===== src/rtl/alu_seq.sv =====
// alu_seq: registered, multi-cycle ALU with a start/busy/done handshake.
//
// Ports
//   clk      system clock; all state changes on the rising edge
//   rst      synchronous, active-high reset; overrides everything
//   start    request, accepted on a rising edge where busy=0
//   op_mode  operation select, latched on accept
//   datain1  operand A, latched on accept
//   datain2  operand B, latched on accept
//   out      2*WIDTH result register, held until the next completion
//   busy     high while MUL or DIV is iterating
//   done     one-cycle pulse on the cycle after out is written
//   flags    {err, ovf, carry, zero}; exists only when ALU_FLAGS_EN is defined
//
// Handshake: start acts as "valid" and !busy as "ready". A request is taken
// on any rising edge where start=1 and busy=0. This includes the cycle where
// done=1, so a held start issues back-to-back operations. Single-cycle ops
// write out and raise done on the accepting edge. MUL and DIV (B!=0) hold
// busy for WIDTH cycles, then write out and raise done.
//
// Optional build macro: ALU_FLAGS_EN adds the registered flags output.
module alu_seq #(
    parameter int WIDTH = 4
) (
    input  logic               clk,
    input  logic               rst,
    input  logic               start,
    input  logic [3:0]         op_mode,
    input  logic [WIDTH-1:0]   datain1,
    input  logic [WIDTH-1:0]   datain2,
    output logic [2*WIDTH-1:0] out,
    output logic               busy,
    output logic               done
`ifdef ALU_FLAGS_EN
    ,
    output logic [3:0]         flags
`endif
);

    localparam int            CW   = (WIDTH > 1) ? $clog2(WIDTH) : 1;
    localparam logic [CW-1:0] LAST = CW'(WIDTH - 1);

    localparam logic [3:0] OP_ADD = 4'b0000;
    localparam logic [3:0] OP_SUB = 4'b0001;
    localparam logic [3:0] OP_AND = 4'b0010;
    localparam logic [3:0] OP_OR  = 4'b0011;
    localparam logic [3:0] OP_XOR = 4'b0100;
    localparam logic [3:0] OP_NOT = 4'b0101;
    localparam logic [3:0] OP_SHL = 4'b0110;
    localparam logic [3:0] OP_SHR = 4'b0111;
    localparam logic [3:0] OP_MUL = 4'b1000;
    localparam logic [3:0] OP_DIV = 4'b1001;
    localparam logic [3:0] OP_CMP = 4'b1010;
    localparam logic [3:0] OP_NOP = 4'b1111;

    typedef enum logic {IDLE = 1'b0, CALC = 1'b1} state_t;

    state_t             state, state_nxt;
    logic [CW-1:0]      cnt, cnt_nxt;
    logic [3:0]         op_q, op_nxt;
    logic [WIDTH-1:0]   a_q, a_nxt, b_q, b_nxt;
    logic [WIDTH-1:0]   acc_hi, hi_nxt, acc_lo, lo_nxt;
    logic [2*WIDTH-1:0] out_nxt;
    logic               done_nxt;

    // Single-cycle results, computed straight from the inputs on the accepting edge
    logic [WIDTH:0]     sum, dif;
    logic [2*WIDTH-1:0] sc_res;
    logic               is_multi;

    assign sum      = {1'b0, datain1} + {1'b0, datain2};
    assign dif      = {1'b0, datain1} - {1'b0, datain2};   // bit WIDTH is the borrow
    assign is_multi = (op_mode == OP_MUL) || ((op_mode == OP_DIV) && (datain2 != '0));

    always_comb begin
        sc_res = '0;
        case (op_mode)
            OP_ADD:  sc_res = {{(WIDTH-1){1'b0}}, sum};
            OP_SUB:  sc_res = {{(WIDTH-1){1'b0}}, dif};
            OP_AND:  sc_res = {{WIDTH{1'b0}}, datain1 & datain2};
            OP_OR:   sc_res = {{WIDTH{1'b0}}, datain1 | datain2};
            OP_XOR:  sc_res = {{WIDTH{1'b0}}, datain1 ^ datain2};
            OP_NOT:  sc_res = {{WIDTH{1'b0}}, ~datain1};
            OP_SHL:  sc_res = {{(WIDTH-1){1'b0}}, datain1, 1'b0};
            OP_SHR:  sc_res = {{WIDTH{1'b0}}, 1'b0, datain1[WIDTH-1:1]};
            // Only reached with B==0: quotient all ones, remainder A
            OP_DIV:  sc_res = {datain1, {WIDTH{1'b1}}};
            OP_CMP:  sc_res = {{(2*WIDTH-3){1'b0}}, (datain1 < datain2),
                               (datain1 == datain2), (datain1 > datain2)};
            OP_NOP:  sc_res = out;
            default: sc_res = '0;   // reserved codes
        endcase
    end

    // One iteration of the multi-cycle datapath.
    // MUL: {acc_hi, acc_lo} starts as {0, B}; add A into the high half when the
    //      multiplier LSB is set, then shift the whole pair right by one.
    // DIV: acc_lo starts as A (becomes the quotient), acc_hi is the partial
    //      remainder; shift left, subtract B when it fits (restoring).
    logic [WIDTH:0]   madd, dshift;
    logic             dge;
    logic [WIDTH-1:0] step_hi, step_lo;

    assign madd   = {1'b0, acc_hi} + (acc_lo[0] ? {1'b0, a_q} : {(WIDTH+1){1'b0}});
    assign dshift = {acc_hi, acc_lo[WIDTH-1]};
    assign dge    = (dshift >= {1'b0, b_q});

    always_comb begin
        if (op_q == OP_MUL) begin
            step_hi = madd[WIDTH:1];
            step_lo = {madd[0], acc_lo[WIDTH-1:1]};
        end else begin
            // When dge, dshift-B < B, so the low WIDTH bits hold the full difference
            step_hi = dge ? (dshift[WIDTH-1:0] - b_q) : dshift[WIDTH-1:0];
            step_lo = {acc_lo[WIDTH-2:0], dge};
        end
    end

    // Next-state / next-output logic
    always_comb begin
        state_nxt = state;
        cnt_nxt   = cnt;
        op_nxt    = op_q;
        a_nxt     = a_q;
        b_nxt     = b_q;
        hi_nxt    = acc_hi;
        lo_nxt    = acc_lo;
        out_nxt   = out;
        done_nxt  = 1'b0;
        case (state)
            IDLE: begin
                if (start) begin
                    op_nxt = op_mode;
                    a_nxt  = datain1;
                    b_nxt  = datain2;
                    if (is_multi) begin
                        state_nxt = CALC;
                        cnt_nxt   = '0;
                        hi_nxt    = '0;
                        lo_nxt    = (op_mode == OP_MUL) ? datain2 : datain1;
                    end else begin
                        out_nxt  = sc_res;
                        done_nxt = 1'b1;
                    end
                end
            end
            CALC: begin
                hi_nxt  = step_hi;
                lo_nxt  = step_lo;
                cnt_nxt = cnt + 1'b1;
                if (cnt == LAST) begin
                    state_nxt = IDLE;
                    cnt_nxt   = '0;
                    out_nxt   = {step_hi, step_lo};
                    done_nxt  = 1'b1;
                end
            end
            default: state_nxt = IDLE;
        endcase
    end

    always_ff @(posedge clk) begin
        if (rst) begin
            state  <= IDLE;
            cnt    <= '0;
            op_q   <= '0;
            a_q    <= '0;
            b_q    <= '0;
            acc_hi <= '0;
            acc_lo <= '0;
            out    <= '0;
            done   <= 1'b0;
        end else begin
            state  <= state_nxt;
            cnt    <= cnt_nxt;
            op_q   <= op_nxt;
            a_q    <= a_nxt;
            b_q    <= b_nxt;
            acc_hi <= hi_nxt;
            acc_lo <= lo_nxt;
            out    <= out_nxt;
            done   <= done_nxt;
        end
    end

    assign busy = (state == CALC);

`ifdef ALU_FLAGS_EN
    logic [3:0] flags_nxt;
    logic       f_err, f_ovf, f_carry;

    // Flags follow the value being written into out, so they change only with done
    always_comb begin
        f_err     = 1'b0;
        f_ovf     = 1'b0;
        f_carry   = 1'b0;
        flags_nxt = flags;
        if (done_nxt) begin
            if (state == CALC) begin
                f_ovf = (op_q == OP_MUL) && (out_nxt[2*WIDTH-1:WIDTH] != '0);
            end else begin
                case (op_mode)
                    OP_ADD, OP_SUB, OP_SHL:         f_carry = out_nxt[WIDTH];
                    OP_DIV:                         f_err   = 1'b1;   // single-cycle DIV means B==0
                    4'b1011, 4'b1100, 4'b1101, 4'b1110: f_err = 1'b1;
                    default: ;
                endcase
            end
            flags_nxt = {f_err, f_ovf, f_carry, (out_nxt == '0)};
        end
    end

    always_ff @(posedge clk) begin
        if (rst) flags <= '0;
        else     flags <= flags_nxt;
    end
`endif

endmodule


===== config.mk =====
export PLATFORM = sky130hd
export DESIGN_NAME = alu_seq
export DESIGN_NICKNAME = d
export VERILOG_FILES = /design/src/rtl/alu_seq.sv
export SDC_FILE = /design/constraint.sdc
export NUM_CORES = 1
export LEC_CHECK = 0
export ABC_AREA = 1
export CAP_MARGIN = 5
export CELL_PAD_IN_SITES_DETAIL_PLACEMENT = 1
export CELL_PAD_IN_SITES_GLOBAL_PLACEMENT = 1
export CORE_UTILIZATION = 25
export CTS_BUF_LIST = sky130_fd_sc_hd__clkbuf_4
export CTS_CLUSTER_SIZE = 25
export DETAILED_ROUTE_END_ITERATION = 10
export HOLD_SLACK_MARGIN = 0.12
export PLACE_DENSITY_LB_ADDON = 0.1
export REMOVE_ABC_BUFFERS = 1
export SLEW_MARGIN = 5
export SYNTH_ARGS = -nofsm -noshare
export SYNTH_HDL_FRONTEND = slang
export SYNTH_SLANG_ARGS = --single-unit

===== constraint.sdc =====
create_clock -name clk -period 1.6 [get_ports clk]
set_input_delay 0.32 -clock clk [delete_from_list [all_inputs] [get_ports clk]]
set_output_delay 0.32 -clock clk [all_outputs]
set_load 0.005 [all_outputs]

# Yosys cells after proc, flatten, opt, wreduce, memory -nomap -nowiden

Index checks and enable logic that the tools add are counted.

Latch bits: 0
RAM bits: 0
Word-level logic and storage cells: 76
Input port bits: 15
Memories: 0
Register bits after elaboration: 32
Memory bits (read-only): 0

Multiplexer cells: 28
Equal/unequal tests: 19
Order comparisons: 3
Reduce and logical (&&, ||, !) cells: 7
Divide/modulo/power cells: 0
$mul: 0
Bitwise gates (word level): 5
Shift-type cells: 0
Add/subtract/negate cells: 5

Operators by type and width:

| cell                                           | count |
|---|---|
| one-hot mux 8 bit (11 select lines)            | 1 |
| two-way mux 4 bit                              | 9 |
| two-way mux 8 bit                              | 3 |
| == test 4 bit (second input constant)          | 5 |
| == test 4 x 3 -> 1 bit (second input constant) | 4 |
| one-hot mux 4 bit (2 select lines)             | 2 |
| one-hot mux 8 bit (2 select lines)             | 1 |
| adder 4 x 4 -> 5 bit                           | 2 |
| == test 4 x 2 -> 1 bit (second input constant) | 2 |
| != test 2 bit (second input constant)          | 4 |
| two-way mux 1 bit                              | 6 |
| two-way mux 2 bit                              | 3 |
| greater-or-equal comparator 5 x 4 -> 1 bit     | 1 |
| subtractor 4 x 4 -> 5 bit                      | 1 |
| AND 4 bit                                      | 1 |
| == test 4 x 1 -> 1 bit (second input constant) | 1 |
| == test 4 bit                                  | 1 |
| > comparator 4 bit                             | 1 |
| zero test 4 bit                                | 1 |
| < comparator 4 bit                             | 1 |
| NOT 4 bit                                      | 1 |
| OR 4 bit                                       | 1 |
| one-hot mux 1 bit (2 select lines)             | 2 |
| one-hot mux 2 bit (2 select lines)             | 1 |
| 11 further kinds                               | 12 |

# Longest topological paths before layout

Word-level depth: 6
Mapped depth: 12
Gate-level depth less buffers: 12

# Least setup slack after synthesis

Ideal clock, no wire load.

Path type: reg2reg
Start: register acc_lo[0]
End: register acc_hi[3]
Setup time: 70 ps
Arrival: 1,738 ps
Setup slack: -209 ps
Required time: 1,530 ps
Clock period less this slack: 1,809 ps
Stages on the path, launching flop included: 12
Buffers on the path: 0
Cells stage by stage: dfxtp_1 > nand2_1 > inv_1 > ha_1 > inv_1 > fa_1 > or2_2 > nand2_1 > a21oi_1 > a21oi_1 > nand2_1 > a21oi_1

Cells in the longest elaborated chain, start to end: 4

Ends and longest elaborated chain:

| item                               | RTL line | text |
|---|---|---|
| start: declaration                 | 62       | `logic [WIDTH-1:0] acc_hi, hi_nxt, acc_lo, lo_nxt;` |
| start signal: assignment           | 180      | `acc_lo <= lo_nxt;` |
| two-way mux 4 bit                  | 104      | `assign madd = {1'b0, acc_hi} + (acc_lo[0] ? {1'b0, a_q} : {(WIDTH+1){1'b0}});` |
| adder 4 x 4 -> 5 bit               | 104      |  |
| two-way mux 4 bit                  | 109      | `if (op_q == OP_MUL) begin` |
| one-hot mux 4 bit (2 select lines) | 130      | `case (state)` |
| end signal: assignment             | 179      | `acc_hi <= hi_nxt;` |
| end: declaration                   | 62       |  |

Every way passes these cells.
A chain may end at the register's enable or synchronous reset.

# Worst setup path in the final report

Same ends and word-level chain as after synthesis.

==> impl_metrics.env <==
export IMPL_run_status="finished with violations"
export IMPL_violations="setup timing"
export IMPL_io_pins=25
export IMPL_vias=2905
export IMPL_drc=0
export IMPL_grt_use_total=0.199
export IMPL_hold_violations=0
export IMPL_worst_clock_skew_ns=0.0159
export IMPL_syn_cell_area_um2=2530
export IMPL_hold_class="primary input to flop"
export IMPL_cts_buffer_depth=2
export IMPL_cts_max_level=2
export IMPL_cp_start_kind="flop"
export IMPL_synth_edf_count=0
export IMPL_gp_congestion=0.836
export IMPL_comb_power_share=0.414
export IMPL_max_vdd_ir_drop_mv=0.222
export IMPL_postSynthCellCount=397
export IMPL_crit_arrival_ns=2.02
export IMPL_synth_ff_type="dfxtp_1"
export IMPL_placed_area_um2=3440
export IMPL_syn_area_per_cell_um2=6.36
export IMPL_drtAntennaViolNets=0
export IMPL_cp_required_ns=1.86
export IMPL_p_seq_frac=0.391
export IMPL_switching_share=0.368
export IMPL_setup_violations=6
export IMPL_coreArea_um2=9770
export IMPL_cts_root_buf="clkbuf_4"
export IMPL_dp_hpwl_um=7690
export IMPL_nets=538
export IMPL_async_flop_share=0
export IMPL_dp_worst_setup_slack_ns=-0.736
export IMPL_slew_headroom=0.810
export IMPL_p_int_mw=1.43
export IMPL_postLayoutCellArea_um2=3850
export IMPL_multi_input_area_um2=1920
export IMPL_via_per_inst=4.60
export IMPL_cts_tree="done"
export IMPL_grt_overflow=0
export IMPL_first_pass_iters=4
export IMPL_yosys_register_bits=32
export IMPL_setup_ws_ns=-0.154
export IMPL_antenna_found_initial=0
export IMPL_p_clk_frac=0.195
export IMPL_p_switching_uw=833
export IMPL_syn2layout_area_growth_pct=52.3
export IMPL_drive_gt1_frac=0.361
export IMPL_grt_pass1_vias=3016
export IMPL_netlist_cell_type_count=33
export IMPL_rows=36
export IMPL_layout_commonest_cell="nand2_1"
export IMPL_antennaDiodeCount=0
export IMPL_layout_area_seq_um2=652
export IMPL_crit_chain="nand2_2 -> inv_2 -> ha_4 -> inv_2 -> fa_2 -> or2_4 -> nand2_2 -> a21oi_2 -> a21oi_2 -> nand2_1 -> a21oi_2"
export IMPL_powerDensity_nw_per_um2=588
export IMPL_numCtsBuffers=5
export IMPL_period_share=1.10
export IMPL_die_width_um=103
export IMPL_endpoint_kind="flop"
export IMPL_dieHeight_um=103
export IMPL_crit_slowest_cell="dfxtp_2"
export IMPL_final_cell_mix="85 x nand2_1, 72 x buf_4, 43 x inv_1"
export IMPL_clk_latency_ns=0.33
export IMPL_crit_family="adder cells"
export IMPL_initial_utilization=0.258
export IMPL_fill_cells=1255
export IMPL_synth_top_area_frac=0.254
export IMPL_fmax_mhz=570
export IMPL_max_stage_delay_ns=0.35
export IMPL_finalWirelength_um=9720
export IMPL_yosys_warnings=0
export IMPL_leakage_nw=1.87
export IMPL_cp_num_buf_inv=2
export IMPL_rsz0062_at_grt="yes"
export IMPL_ys_seq_area_frac=0.254
export IMPL_clock_sinks=32
export IMPL_final_min_clock_period_ns=1.75
export IMPL_dieArea_um2=10500
export IMPL_maxCapViolCount=0
export IMPL_worstMarginPinSlew_ns=0.285
export IMPL_synth_area_leaders="dfxtp_1 25%, nand2_1 15%, ha_1 10%"
export IMPL_cts_hold_buf=0
export IMPL_wl_per_cell_um=15.4
export IMPL_worstSetupPathType="flop to flop"
export IMPL_synth_top_area_cell="dfxtp_1"
export IMPL_critPathMaxFanout=2
export IMPL_fin_util=0.394
export IMPL_grt_pass1_wl_um=15700
export IMPL_path_common_cell="a21oi_2"
export IMPL_drt_initial_drc_count=111
export IMPL_drv_slew=0
export IMPL_grt_max_degree=25
export IMPL_path_clk_slew_ns=0.11
export IMPL_io_buffers=24
-- worst paths after layout --
kind                                   to  slack [ns]  cells past startpoint  startpoint
worst min-delay path               a_q[1]        0.41                      4  datain1[1]
worst max-delay path            acc_hi[3]       -0.15                     11   acc_lo[0]
worst min register to register     cnt[1]        0.48                      2      cnt[1]
worst max register to register  acc_hi[3]       -0.15                     11   acc_lo[0]
-- per-stage QoR --
stage               cells  TNS, ns  hold WS, ns  total power [mW]
floorplan             389   -0.620        0.389              1.29
global placement      617    -9.11        0.443              1.69
detailed placement    617    -8.81        0.463              1.70
CTS                   627   -0.916        0.480              2.25
global route          631    -1.47        0.419              2.43
finish                631   -0.714        0.413              2.26
-- state kept, by name, summed over array words and instances (netlist names) --
signal	flops
busy	1
op_q	4
a_q	4
out	8
acc_lo	4
cnt	2
b_q	4
done	1
acc_hi	4
-- what timing repair did --
| action | 4_1_cts | 5_1_grt |
|---|---|---|
| resized for setup | 78 | 35 |
| buffers inserted | 3 | 4 |
| endpoints found under the setup margin | 19 | 19 |
| pin swaps | 22 | 17 |
-- area by class of cell --
class,count,area share
repair buffers,102,0.220
inverters,57,0.0572
flip-flops and latches,32,0.169
multi-input cells,300,0.499
clock inverters,2,0.00195
clock buffers,5,0.00976
well taps,133,0.0433
-- cell usage after synthesis (4+ instances only) --
cell / instances
a211oi_1: 4
a21oi_1: 32
a21oi_2: 6
buf_2: 4
dfxtp_1: 32
fa_1: 4
ha_1: 21
inv_1: 52
inv_2: 4
nand2_1: 102
nand3_1: 33
nor2_1: 46
nor3_1: 5
o21ai_0: 25
-- cell families after synthesis --
kind of cell,count (synthesis),synth area share
DFF,32,0.254
and+or+nand+nor,200,0.338
adders and majority gates,25,0.136
buffers and inverters,65,0.103
AOI/OAI and AO/OA,73,0.163
xor gates and xnor gates,2,0.00694
-- power by group through the flow --
stage	combinational (mW)	sequential, mW	clock [mW]
2_1_floorplan	0.391	0.897	0
3_3_place_gp	0.791	0.897	0
3_5_place_dp	0.801	0.898	0
4_1_cts	0.902	0.883	0.468
5_1_grt	1.04	0.892	0.492
6_report	0.937	0.885	0.442
-- routing by layer --
layer  vias up  wire (um)  global-route usage
li1       1471          -                   -
met3         6        171              0.0237
met5         -          0                   0
met2        27       4620               0.338
met1      1401       4860               0.274
met4         0         74              0.0308
-- worst min-delay path: cells and delay by family --
kind / cells / cell delay (ns)
AOI/OAI and AO/OA: 1 / 0.06
buffers and inverters: 3 / 0.32
No activity file was read; power rests on OpenSTA's default activity.
